==> config.mk <==
export PLATFORM = sky130hd
export DESIGN_NAME = fetch_queue
export DESIGN_NICKNAME = d
export VERILOG_FILES = /design/src/rtl/fq_pkg.sv /design/src/rtl/fq_mem.sv /design/src/rtl/fetch_queue.sv
export SDC_FILE = /design/constraint.sdc
export NUM_CORES = 1
export LEC_CHECK = 0
export CORE_ASPECT_RATIO = 0.7
export CORE_MARGIN = 2
export CORE_UTILIZATION = 59
export CTS_BUF_LIST = sky130_fd_sc_hd__clkbuf_4
export CTS_CLUSTER_SIZE = 25
export DETAILED_ROUTE_END_ITERATION = 12
export DONT_BUFFER_PORTS = 1
export PLACE_DENSITY = 0.78
export SLEW_MARGIN = 15
export SYNTH_ARGS = -nofsm -noshare
export SYNTH_HDL_FRONTEND = slang
export SYNTH_SLANG_ARGS = --single-unit
==> constraint.sdc <==
create_clock -name CLK -period 3.55 [get_ports CLK]
set_clock_uncertainty 0.05 [all_clocks]
set_input_delay 1.065 -clock CLK [delete_from_list [all_inputs] [get_ports CLK]]
set_output_delay 1.065 -clock CLK [all_outputs]
set_load 0.01 [all_outputs]
==> src/rtl/fq_pkg.sv <==
// Shared types and defaults for the fetch queue: entry layout, NOP encoding,
// and default sizing.
package fq_pkg;

  typedef struct packed {
    logic [31:0] instr;
    logic [31:0] pca;
    logic [31:0] cia;
  } fq_entry_t;

  localparam logic [31:0] NOP_INSTR         = 32'h0;
  localparam int          DEFAULT_DEPTH     = 4;
  localparam int          DEFAULT_AF_MARGIN = 2;

endpackage

==> src/rtl/fq_mem.sv <==
// Fetch queue storage: DEPTH entries, one synchronous write port and one
// asynchronous read port. Contents are intentionally not reset.
module fq_mem
  import fq_pkg::*;
#(
  parameter int DEPTH = DEFAULT_DEPTH,
  parameter int AW    = $clog2(DEPTH)
) (
  input  logic          clk,
  input  logic          we,
  input  logic [AW-1:0] waddr,
  input  fq_entry_t     wdata,
  input  logic [AW-1:0] raddr,
  output fq_entry_t     rdata
);

  fq_entry_t mem [DEPTH];

  always_ff @(posedge clk) begin
    if (we) mem[waddr] <= wdata;
  end

  assign rdata = mem[raddr];

endmodule

==> src/rtl/fetch_queue.sv <==
// Circular instruction queue between fetch and decode with throttle and sticky
// overflow flag. Define FETCH_QUEUE_BYPASS_EN for same-cycle empty-queue bypass.
module fetch_queue
  import fq_pkg::*;
#(
  parameter int DEPTH     = DEFAULT_DEPTH,
  parameter int AF_MARGIN = DEFAULT_AF_MARGIN
) (
  input  logic                   CLK,
  input  logic                   RESET,
  input  logic                   fetch_valid,
  input  logic [31:0]            Instr_PR,
  input  logic [31:0]            PCA_PR,
  input  logic [31:0]            CIA_PR,
  input  logic                   FLUSH,
  input  logic                   id_ready,
  output logic                   id_valid,
  output logic [31:0]            Instr_ID,
  output logic [31:0]            PCA_ID,
  output logic [31:0]            CIA_ID,
  output logic                   no_new_fetch,
  output logic [$clog2(DEPTH):0] fq_count,
  output logic                   overflow_err
);

  localparam int AW = $clog2(DEPTH);
  localparam int CW = AW + 1;
  localparam logic [CW-1:0] FULL_COUNT = CW'(DEPTH);

  logic [AW-1:0] rd_ptr;
  logic [AW-1:0] wr_ptr;
  logic          full;
  logic          empty;
  logic          push;
  logic          pop;
  logic          bypass;
  logic          bypass_take;
  logic          wr_en;
  logic          rd_adv;
  int            free_slots;
  fq_entry_t     in_entry;
  fq_entry_t     head_entry;
  fq_entry_t     out_entry;

  assign full     = (fq_count == FULL_COUNT);
  assign empty    = (fq_count == '0);
  assign in_entry = '{instr: Instr_PR, pca: PCA_PR, cia: CIA_PR};

`ifdef FETCH_QUEUE_BYPASS_EN
  assign bypass   = empty & fetch_valid & !FLUSH & !RESET;
  assign id_valid = !empty | bypass;
`else
  assign bypass   = 1'b0;
  assign id_valid = !empty;
`endif

  assign pop  = id_valid & id_ready & !FLUSH;
  assign push = fetch_valid & !FLUSH & (!full | pop);

  // A bypassed entry consumed in the same cycle never touches storage or pointers.
  assign bypass_take = bypass & id_ready;
  assign wr_en       = push & !bypass_take;
  assign rd_adv      = pop & !bypass_take;

  always_ff @(posedge CLK or posedge RESET) begin
    if (RESET) begin
      rd_ptr   <= '0;
      wr_ptr   <= '0;
      fq_count <= '0;
    end else if (FLUSH) begin
      rd_ptr   <= '0;
      wr_ptr   <= '0;
      fq_count <= '0;
    end else begin
      if (wr_en)  wr_ptr <= wr_ptr + AW'(1);
      if (rd_adv) rd_ptr <= rd_ptr + AW'(1);
      case ({wr_en, rd_adv})
        2'b10:   fq_count <= fq_count + CW'(1);
        2'b01:   fq_count <= fq_count - CW'(1);
        default: fq_count <= fq_count;
      endcase
    end
  end

  always_ff @(posedge CLK or posedge RESET) begin
    if (RESET)                                        overflow_err <= 1'b0;
    else if (fetch_valid & !FLUSH & full & !pop)      overflow_err <= 1'b1;
  end

  fq_mem #(.DEPTH(DEPTH), .AW(AW)) u_mem (
    .clk   (CLK),
    .we    (wr_en),
    .waddr (wr_ptr),
    .wdata (in_entry),
    .raddr (rd_ptr),
    .rdata (head_entry)
  );

  always_comb begin
    out_entry = '{instr: NOP_INSTR, pca: 32'h0, cia: 32'h0};
    if (bypass)      out_entry = in_entry;
    else if (!empty) out_entry = head_entry;
  end

  assign Instr_ID = out_entry.instr;
  assign PCA_ID   = out_entry.pca;
  assign CIA_ID   = out_entry.cia;

  assign free_slots   = DEPTH - int'(fq_count);
  assign no_new_fetch = !RESET && (free_slots <= AF_MARGIN);

endmodule

# Word-level counts from Yosys, hierarchy flattened
# Memory sizes are Yosys's and may differ from the RTL's.
# Index checks and enable logic that the tools add are counted.
# Widths: inputs -> output; s select.
# word_totals
ff_bits	8
latch_bits	0
mem_bits_rw	384
rom_bits	0
input_bits	101
out_inout_bits	102
elab_cells	40
n_memories	1
# classes
add_sub_neg	5
mul	0
div	0
n_lt_le_gt_ge	1
n_eq_ne	3
n_shift	0
mux	9
bitwise	7
reduce_logical	10
# mem_list
name	words	word_bits	read_ports	rd_ports_with_merged_regs	wr	line	text
u_mem.mem	4	96	1	0	1	fq_mem.sv:17	fq_entry_t mem [DEPTH];
# ops
operator	count
$mux 96	1
$mux 2	4
$and 1x1->1	6
$pmux 3 s2	1
$logic_not 1->1	5
$add 2x1->2 const B	2
$le 4x3->1 const B	1
$reduce_bool 2->1	2
$sub 3x3->4 const A	1
$add 3x1->3 const B	1
$eq 3x3->1 const B	1
$logic_not 3->1	1
$mux 3	1
$reduce_bool 3->1	1
$sub 3x1->3 const B	1
$eq 2x1->1 const B	1
$eq 2x2->1 const B	1
$mux 1	2
$logic_and 1x1->1	1
$or 1x1->1	1

# Depth between registers and ports, before layout
# Gate-level depths: netlist of run 1.
# logic_depth
depth_word	9
depth_mapped	7
depth_no_buf	6

# Modules after synthesis
# Synthesis of run 1 repeated with hierarchy kept, for this count alone.
# unflattened
cells_unflattened	675
area_unflattened_um2	15165.8
# by_module_without_submodules
module	instances	cells_per_inst	area_each_um2	seq_area_each_um2
fq_mem	1	506	13889.6	11531.1
fetch_queue	1	169	1276.2	200.2

# Worst setup path after synthesis of run 1
# OpenSTA, ideal clock, no wires.
# synth_path
kind	in2reg
from	in fetch_valid
to	mem u_mem.mem[0][0] (netlist name) (enable)
setup_ns	0.466
arrival_time_ns	3.962
t_required_ns	3.034
slack_ns	-0.927
path_stages	4
path_buffers	1
cell_sequence	buf_2 > inv_1 > a311oi_2 > and2_1
# synth_between
elab_chain_len	4
# synth_lines
item	line	text
start, declared	fetch_queue.sv:11	input logic fetch_valid,
$and 1x1->1 (2 in a row)	fetch_queue.sv:58	assign push = fetch_valid & !FLUSH & (!full | pop);
$mux 1	fq_mem.sv:20	if (we) mem[waddr] <= wdata;
$mux 1 (not written as such)	fq_mem.sv:20	
end, declared	fq_mem.sv:17	
# Every way passes these cells.

# Worst setup path in the final report of run 1
# layout_path
from	reg rd_ptr[0]
to	out Instr_ID[30]
# layout_between
elab_chain_len	2
# layout_lines
item	line	text
start, declared	fetch_queue.sv:30	logic [AW-1:0] rd_ptr;
start signal, assigned	fetch_queue.sv:76	if (rd_adv) rd_ptr <= rd_ptr + AW'(1);
$mem_v2 4x96	-	
$mux 96	fetch_queue.sv:102	else if (!empty) out_entry = head_entry;
end, declared	fetch_queue.sv:18	output logic [31:0] Instr_ID,
# Every way passes these cells.

==> impl_metrics.csv, run 1 <==
group,metric,value,unit
logic_synthesis,netlist_area,15100,um2
clock_tree,numClockSinks,392,
logic_synthesis,synth-edff-count,384,
worst_setup_path,cp-end-kind,"output port",
worst_setup_path,crit_slowest_cell,"mux4_2",
floorplan,num_rows,48,
placement,dp.cells,983,
sta,period_needed,3.43,ns
power,power_density,582,nW/um2
logic_synthesis,yosysUniqueCellTypes,34,
logic_synthesis,async_reset_ff_frac,0.0204,
clock_tree,cts_tree,"done",
detailed_routing,wirelength,27800,um
clock_tree,htree_levels,3,
worst_hold_path,hold_class,"input pin to async pin",
floorplan,core,24900,um2
power,power.total,9.79,mW
final_layout,syn2layout_area_growth,11.5,%
logic_synthesis,ys_seq_area_frac,0.778,
worst_setup_path,cpPeakStageDelay,0.61,ns
placement,dp_hpwl,17300,um
detailed_routing,drtPass1Iterations,4,
placement,pre_cts_ws,0.620,ns
floorplan,ios,203,
detailed_routing,dr_total_vias,6723,
worst_setup_path,crit_path_start_kind,"register",
placement,place_congestion,0.751,
final_layout,final_common_cell,"edfxtp_1",
worst_setup_path,rr_worst_depth,4,
job,maxCapViolations,0,
worst_setup_path,critPathArrivalTime,2.31,ns
floorplan,start_util,0.607,
logic_synthesis,syn_area_per_cell,22.3,um2
final_layout,mostFrequentLayoutCells,"384 x edfxtp_1, 126 x clkbuf_4, 96 x mux4_2, 71 x and2_1, 29 x and2_4",
detailed_routing,drc,0,
clock_tree,cts_made_buffers,90,
sta,final_hold_viol_count,0,
final_layout,final_nets,856,
worst_setup_path,crit_family,"multiplexers",
grt,grt.overflow.total,0,
worst_setup_path,cp_max_fo,36,
clock_tree,clkTransAtPathRegs,0.07,ns
grt,track_usage,0.215,
final_layout,insertedDiodeCount,0,
sta,slew_viol_final,0,
detailed_routing,vias_per_cell,5.94,
clock_tree,cts_hold_buf,0,
sta,worst_pin_slew,0.577,ns
worst_setup_path,worst-setup-path-type,"register to output port",
clock_tree,cts_buffer_depth,3,
logic_synthesis,ys_ff_latch,392,
grt,grt_max_degree,65,
power,peakVddDrop,0.359,mV
logic_synthesis,synth_top_flop_cell,"edfxtp_1",
grt,grt_pass1_wl,42100,um
logic_synthesis,synth_nets,782,
status,run_status,"completed",
power,p_leak,5.38,nW
sta,clock.fmax,292,MHz
grt,grt_pass1_vias,7240,
floorplan,die-area,26900,um2
floorplan,fp.dieW,195,um
clock_tree,clockRootBuffer,"clkbuf_4",
logic_synthesis,netlist_instances,676,
sta,rsz0062_at_grt,"true",
grt,antenna_found_initial,0,
sta,setup_viol,0,
detailed_routing,wl_per_cell,24.5,um
worst_setup_path,crit_required,2.43,ns
worst_setup_path,crit_path_cell_trace,"buf_12 > mux4_2 > and2_1",
sta,timing.final.crit_share,0.965,
sta,slew_headroom,0.615,
clock_tree,insertion_delay,0.70,ns
worst_setup_path,crit_buf_inv,1,
placement,portBuffers,0,
sta,setup_ws,0.123,ns
logic_synthesis,yosys_warnings,0,
final_layout,stdcell_count,1132,
detailed_routing,drt.antenna.violating_nets,0,
floorplan,fp.dieH,138,um
detailed_routing,drt_iter0_drc,538,
final_layout,drive_gt1_frac,0.363,
worst_setup_path,cp.depth,3,
## layer usage
| layer | track usage | vias to the layer above | part of all wire |
|---|---|---|---|
| li1 | - | 2939 | - |
| met1 | 0.283 | 3473 | 0.40 |
| met2 | 0.331 | 280 | 0.49 |
| met3 | 0.0896 | 31 | 0.095 |
| met4 | 0.0674 | 0 | 0.012 |
| met5 | 0 | - | 0 |
## worst register-to-register path, cell delays in order, from the launching register on
cell and delay (ns):
dfrtp_2 0.50, nor2_1 0.15, a311oi_2 0.58, and2_4 0.55, buf_4 0.39
## kinds of logic after synthesis
group / share of synthesized area
AO/OA/AOI/OAI: 0.00589
adder cells (fa/ha/maj): 0.00465
multiplexers: 0.146
flip-flops: 0.778
AND/OR/NAND/NOR: 0.0477
XOR/XNOR: 0.00232
buffers and inverters: 0.0160
## synthesized netlist by cell type (2+ instances only)
cell type	n	area, um2
nor2b_1	2	12.5
clkbuf_1	14	52.6
and2_1	100	626
dfrtp_1	8	200
buf_2	15	75.1
a21oi_1	2	10.0
nand2b_1	2	12.5
nand2_1	3	11.3
edfxtp_1	384	11500
mux2_2	2	22.5
buf_6	3	33.8
o2111ai_1	2	17.5
buf_8	2	30.0
inv_1	8	30.0
xor2_1	3	26.3
clkbuf_2	4	20.0
nand3_1	2	10.0
ha_1	4	50.1
mux4_2	96	2160
nor2_1	6	22.5
## registers in the layout, summed over array words and instances (netlist names)
signal	flops
fq_count	3
overflow_err	1
rd_ptr	2
u_mem.mem	384
wr_ptr	2
## what timing repair did
action                     in CTS  in global routing
buffers inserted                0                  0
resized for setup               2                 28
setup endpoints to repair      64                 83
## area by class of cell
| class | instances | area, um2 |
|---|---|---|
| repair buffers | 20 | 337 |
| flip-flops and latches | 392 | 11700 |
| clock buffers | 126 | 946 |
| fillers | 1610 | 8040 |
| inverters | 8 | 30.0 |
| clock inverters | 23 | 176 |
| well taps | 325 | 407 |
| multi-input cells | 238 | 3180 |
## stage by stage
stage | hold WS (ns) | utilization | area [um2] | TNS (ns)
finish | 0.147 | 0.676 | 16800 | 0
global placement | 0.471 | 0.628 | 15600 | 0
detailed placement | 0.503 | 0.628 | 15600 | 0
floorplan | 0.453 | - | 15100 | 0
global route | 0.0954 | 0.676 | 16800 | -0.265
CTS | 0.0817 | 0.674 | 16800 | 0
## path summary, 6_finish.rpt
kind,from,slack (ns),to
worst max-delay path,rd_ptr[0],0.12,Instr_ID[30]
worst min-delay path,RESET,0.15,wr_ptr[0]
worst max register to register,fq_count[0],1.00,u_mem.mem[0][82]
worst min register to register,wr_ptr[0],0.51,wr_ptr[0]
max in group asynchronous,RESET,3.03,rd_ptr[0]
min in group CLK,FLUSH,0.37,fq_count[2]
## power by group
group / internal [mW] / switching [mW] / leakage, nW
clock: 1.85 / 1.64 / 0.671
combinational: 0.448 / 0.535 / 1.13
sequential: 5.27 / 0.0585 / 3.59
(Power assumes the default switching activity.)
==> inputs of run 2 (changes only) <==
SYNTH_HIERARCHICAL = 1   (was unset)
==> impl_metrics.csv, run 2 <==
group,metric,value,unit
final_layout,syn2layout_area_growth,10.0,%
logic_synthesis,async_reset_ff_frac,0.0204,
sta,worst_pin_slew,0.743,ns
detailed_routing,wl_per_cell,24.9,um
final_layout,mostFrequentLayoutCells,"384 x edfxtp_1, 125 x clkbuf_4, 96 x mux4_2, 76 x and2_1, 20 x and2_4",
logic_synthesis,synth_most_common_cell,"edfxtp_1",
worst_setup_path,worst-setup-path-type,"register to output port",
logic_synthesis,synth-simple-area-share,0.0543,
logic_synthesis,syn_area_per_cell,22.5,um2
final_layout,final_area,16700,um2
logic_synthesis,synth_top_cell_by_area,"edfxtp_1",
final_layout,final_nets,847,
worst_setup_path,reg2reg_to,"fq_count[2]",
floorplan,start_util,0.596,
floorplan,die-area,27000,um2
clock_tree,numClockSinks,392,
sta,timing.final.crit_share,0.962,
logic_synthesis,ys_ff_latch,392,
logic_synthesis,yosys_warnings,6,
logic_synthesis,ys_top_cells_by_area,"edfxtp_1 76%, mux4_2 14%, and2_1 3.1%",
power,power.total,9.54,mW
logic_synthesis,synth_compound_area_frac,0.00685,
status,run_status,"completed",
worst_hold_path,hold_class,"input pin to async pin",
logic_synthesis,ys_seq_area_frac,0.774,
final_layout,largest_reg_flops,384,
detailed_routing,drc,0,
grt,grt_pass1_wl,43000,um
clock_tree,insertion_delay,0.69,ns
floorplan,ios,203,
placement,placed_cell_area,15600,um2
logic_synthesis,synth_nets,777,
job,maxCapViolations,0,
clock_tree,cts_hold_buf,0,
worst_setup_path,cpPeakStageDelay,0.66,ns
placement,pre_cts_ws,0.610,ns
logic_synthesis,synth_top_flop_cell,"edfxtp_1",
final_layout,insertedDiodeCount,0,
worst_setup_path,rr_worst_depth,6,
final_layout,final_common_cell,"edfxtp_1",
worst_setup_path,crit_required,2.43,ns
detailed_routing,dr_total_vias,6833,
sta,tns,0,ns
final_layout,reg_top3,"u_mem/mem: 384 flops, fq_count: 3 flops",
placement,place_congestion,0.775,
detailed_routing,drtPass1Iterations,5,
clock_tree,clkTransAtPathRegs,0.07,ns
floorplan,fp.dieW,196,um
worst_setup_path,crit_path_cell_trace,"buf_4 > mux4_2 > and2_1",
grt,antenna_found_initial,0,
logic_synthesis,netlist_instances,675,
logic_synthesis,post_synth_fa_ha_maj_area_fraction,0.00132,
floorplan,core,25400,um2
floorplan,num_rows,49,
sta,clock.fmax,293,MHz
clock_tree,cts_made_buffers,88,
logic_synthesis,synth-edff-count,384,
logic_synthesis,synth_top_family_by_area,"multiplexers",
placement,dp_hpwl,15700,um
logic_synthesis,netlist_area,15200,um2
power,power_density,572,nW/um2
worst_setup_path,cp_max_fo,18,
clock_tree,cts_tree,"done",
worst_setup_path,crit_path_start_kind,"register",
clock_tree,htree_levels,3,
worst_setup_path,reg2reg_from,"fq_count[1]",
placement,portBuffers,0,
power,peakVddDrop,0.437,mV
logic_synthesis,yosysUniqueCellTypes,39,
sta,rsz0062_at_grt,"true",
worst_setup_path,crit_slowest_cell,"dfrtp_4",
sta,final_hold_viol_count,0,
grt,track_usage,0.216,
worst_setup_path,cp-end-kind,"output port",
final_layout,top_register,"u_mem/mem",
clock_tree,clockRootBuffer,"clkbuf_4",
floorplan,fp.dieH,138,um
sta,period_needed,3.41,ns
logic_synthesis,synthTopCellsByCount,"384 x edfxtp_1, 96 x mux4_2, 76 x and2_1, 20 x and2_4, 15 x buf_2",
sta,slew_viol_final,0,
worst_setup_path,r2r_slack,0.93,ns
final_layout,drive_gt1_frac,0.351,
grt,grt.overflow.total,0,
sta,setup_viol,0,
detailed_routing,drt.antenna.violating_nets,0,
detailed_routing,vias_per_cell,6.07,
power,p_leak,5.26,nW
logic_synthesis,synth.area.mux_share,0.143,
worst_setup_path,critPathArrivalTime,2.30,ns
sta,setup_ws,0.135,ns
logic_synthesis,synth_top_area_frac,0.760,
grt,grt_pass1_vias,7423,
logic_synthesis,synth-xor-area-share,0.00231,
detailed_routing,drt_iter0_drc,546,
detailed_routing,wirelength,28000,um
clock_tree,cts_buffer_depth,3,
sta,slew_headroom,0.505,
grt,grt_max_degree,58,
-- run 2: what timing repair did --
action,in CTS,in global routing
resized for setup,2,5
setup buffers,1,0
endpoints found under the setup margin,96,62
cloned,2,1
pin swaps,1,0
-- run 2: worst max path at each step --
| stage | startpoint | end | cells after the start |
|---|---|---|---|
| after floorplan | FLUSH | u_mem/mem[0][0] | 3 |
| after global placement | fq_count[1] | PCA_ID[0] | 2 |
| after detailed placement | fq_count[1] | PCA_ID[0] | 2 |
| after CTS | rd_ptr[0] | PCA_ID[17] | 3 |
| after global routing | rd_ptr[0] | PCA_ID[0] | 3 |
| final | rd_ptr[1] | PCA_ID[16] | 3 |
-- run 2: worst max-delay path, delay by kind of cell (launching register included) --
family | cells | cell delay, ns
buf+inv | 1 | 0.35
flops | 1 | 0.66
mux | 1 | 0.39
simple gates | 1 | 0.20
-- run 2: routing by layer --
| metal | routed length [um] | global-route usage | up-vias |
|---|---|---|---|
| li1 | - | - | 2946 |
| met4 | 615 | 0.0892 | 0 |
| met3 | 3100 | 0.105 | 49 |
| met1 | 10800 | 0.267 | 3529 |
| met5 | 0 | 0 | - |
| met2 | 13500 | 0.331 | 309 |
-- run 2: cell type report --
class,instances,area (um2)
Clock buffer,125,938
Multi-Input combinational cell,244,3220
Timing Repair Buffer,17,280
Tap cell,331,414
Inverter,2,7.51
Fill cell,1594,8760
Clock inverter,14,86.3
Sequential cell,392,11700
-- run 2: power by group --
group,switching (mW),leakage [nW],total (mW),internal [mW]
combinational,0.547,1.06,1.01,0.465
clock,1.57,0.612,3.24,1.67
sequential,0.0675,3.59,5.29,5.23
total,2.18,5.26,9.54,7.36
-- run 2: cells by family (layout without fill, tap and decap cells) --
group / after synthesis / after routing
xor gates and xnor gates: 4 / 4
DFF: 392 / 392
and+or+nand+nor: 125 / 127
adders and majority gates: 1 / 1
muxes: 97 / 97
AOI/OAI and AO/OA: 15 / 15
buffers and inverters: 41 / 158
-- run 2: stage by stage --
stage | util | hold WS (ns) | std cells
after global routing | 0.656 | 0.100 | 1125
after floorplan | - | 0.449 | 675
after CTS | 0.654 | 0.0868 | 1124
final | 0.656 | 0.151 | 1125
after global placement | 0.612 | 0.485 | 982
after detailed placement | 0.612 | 0.488 | 982
==> inputs of run 3 (changes only) <==
CELL_PAD_IN_SITES_DETAIL_PLACEMENT = 1   (was unset)
CELL_PAD_IN_SITES_GLOBAL_PLACEMENT = 1   (was unset)
CORE_UTILIZATION = 52   (was 59)
==> impl_metrics.csv, run 3 (same netlist as run 2, synthesis figures left out) <==
group,metric,value,unit
final_layout,fin_util,0.587,
detailed_routing,wl_met1,12600,um
final_layout,regArea,11700,um2
grt,grt.overflow.total,0,
floorplan,start_util,0.526,
placement,dp.cells,1029,
clock_tree,cts_hold_buf,0,
detailed_routing,wl_per_cell,25.9,um
grt,grt_max_degree,59,
worst_setup_path,worst-setup-path-type,"register to output port",
sta,worst_pin_slew,0.511,ns
floorplan,core,28800,um2
clock_tree,htree_levels,3,
clock_tree,insertion_delay,0.72,ns
clock_tree,clkTransAtPathRegs,0.07,ns
floorplan,fp.dieH,147,um
worst_setup_path,crit_path_cell_trace,"buf_16 > mux4_2 > and2_4",
detailed_routing,drt.antenna.violating_nets,0,
detailed_routing,dr_total_vias,6862,
detailed_routing,highest_layer,"met4",
sta,slew_headroom,0.659,
clock_tree,clockRootBuffer,"clkbuf_4",
sta,period_needed,3.43,ns
detailed_routing,wirelength,30900,um
worst_setup_path,crit_path_start_kind,"register",
clock_tree,cts_tree,"done",
final_layout,syn2layout_area_growth,11.6,%
sta,setup_viol,0,
final_layout,largest_reg_flops,384,
detailed_routing,routed-wl-met3,2860,um
worst_setup_path,cp_max_fo,35,
floorplan,num_rows,52,
floorplan,fp.dieW,208,um
sta,timing.final.crit_share,0.966,
detailed_routing,drc,0,
final_layout,mostFrequentLayoutCells,"384 x edfxtp_1, 138 x clkbuf_4, 96 x mux4_2, 60 x and2_1, 36 x and2_4",
sta,fin_hold_ws,0.134,ns
worst_setup_path,critPathArrivalTime,2.32,ns
final_layout,final_nets,849,
placement,portBuffers,0,
grt,antenna_found_initial,1,
sta,final_hold_viol_count,0,
power,peakVddDrop,0.320,mV
detailed_routing,dr_wl_met2,15000,um
worst_setup_path,cp-end-kind,"output port",
floorplan,die-area,30600,um2
clock_tree,cts_made_buffers,89,
placement,place_congestion,0.743,
final_layout,stdcell_count,1190,
detailed_routing,drt_iter0_drc,376,
grt,grt_pass1_vias,7868,
clock_tree,numClockSinks,392,
sta,rsz0062_at_grt,"true",
worst_hold_path,hold_class,"input pin to async pin",
clock_tree,cts_buffer_depth,3,
job,maxCapViolations,0,
power,p_leak,5.37,nW
detailed_routing,drtPass1Iterations,4,
final_layout,multi_input_area,3230,um2
floorplan,ios,203,
final_layout,drive_gt1_frac,0.382,
final_layout,fill_cells,2393,
status,run_status,"completed",
sta,slew_viol_final,0,
worst_setup_path,cpPeakStageDelay,0.59,ns
final_layout,top_register,"u_mem/mem",
worst_setup_path,crit_required,2.43,ns
power,power_density,587,nW/um2
placement,dp_hpwl,17900,um
worst_setup_path,crit_slowest_cell,"mux4_2",
grt,track_usage,0.211,
final_layout,reg_top3,"u_mem/mem: 384 flops, fq_count: 3 flops",
grt,grt_pass1_wl,47400,um
final_layout,final_common_cell,"edfxtp_1",
sta,clock.fmax,291,MHz
detailed_routing,vias_per_cell,5.77,
-- run 3: cell count changes in the layout (fill, tap and decap cells not counted), sizes merged --
cell / previous run / this run
clkbuf: 126 / 139
buf: 16 / 19
clkinv: 9 / 11
or3: 5 / 3
bufinv: 1 / 2
clkinvlp: 2 / 1
diode: 0 / 1
inv: 4 / 5
-- run 3: per-stage QoR --
stage	TNS, ns	setup WS, ns	power [mW]	instance area (um2)
global placement	0	0.633	6.36	15700
detailed placement	0	0.623	6.40	15700
finish	0	0.119	9.92	16900
floorplan	-67.40	-0.702	6.21	15200
global route	-0.296	-0.0397	10.3	16900
CTS	0	0.00396	10.0	16900
-- run 3: area by class of cell --
type | count | share of cell area
Inverter | 2 | 0.000444
Timing Repair Buffer | 20 | 0.0180
Tap cell | 378 | 0.0280
Antenna cell | 1 | 0.000148
Clock buffer | 138 | 0.0612
Sequential cell | 392 | 0.694
Clock inverter | 17 | 0.00710
Multi-Input combinational cell | 242 | 0.191
-- run 3: worst paths after layout --
path	slack, ns	endpoint	from	cells after the start
min in group CLK	0.36	u_mem/mem[0][33]	PCA_PR[1]	0
max reg2reg	1.09	fq_count[2]	fq_count[1]	6
max in group asynchronous	3.04	rd_ptr[1]	RESET	1
min reg2reg	0.49	overflow_err	overflow_err	1
min	0.13	wr_ptr[1]	RESET	1
max	0.12	PCA_ID[24]	rd_ptr[0]	3
-- run 3: per-layer routing --
layer,track usage,vias up
met5,0,-
met4,0.0734,0
met3,0.0951,41
met1,0.263,3642
li1,-,2947
met2,0.331,232
-- run 3: worst max-delay path: cells and delay by family (launching register included) --
family	cells	cell delay, ns
buffers and inverters	1	0.29
flip-flops	1	0.52
multiplexers	1	0.59
AND/OR/NAND/NOR	1	0.18
-- run 3: what timing repair did --
| action | in CTS | in global routing |
|---|---|---|
| gates resized for setup | 5 | 18 |
| setup endpoints to repair | 96 | 48 |
| buffers inserted | 3 | 2 |
| pin swaps | 0 | 0 |
-- run 3: report_power, final --
group | switching (mW) | internal, mW
combinational | 0.558 | 0.489
clock | 1.69 | 1.90
sequential | 0.0571 | 5.22
total | 2.30 | 7.62
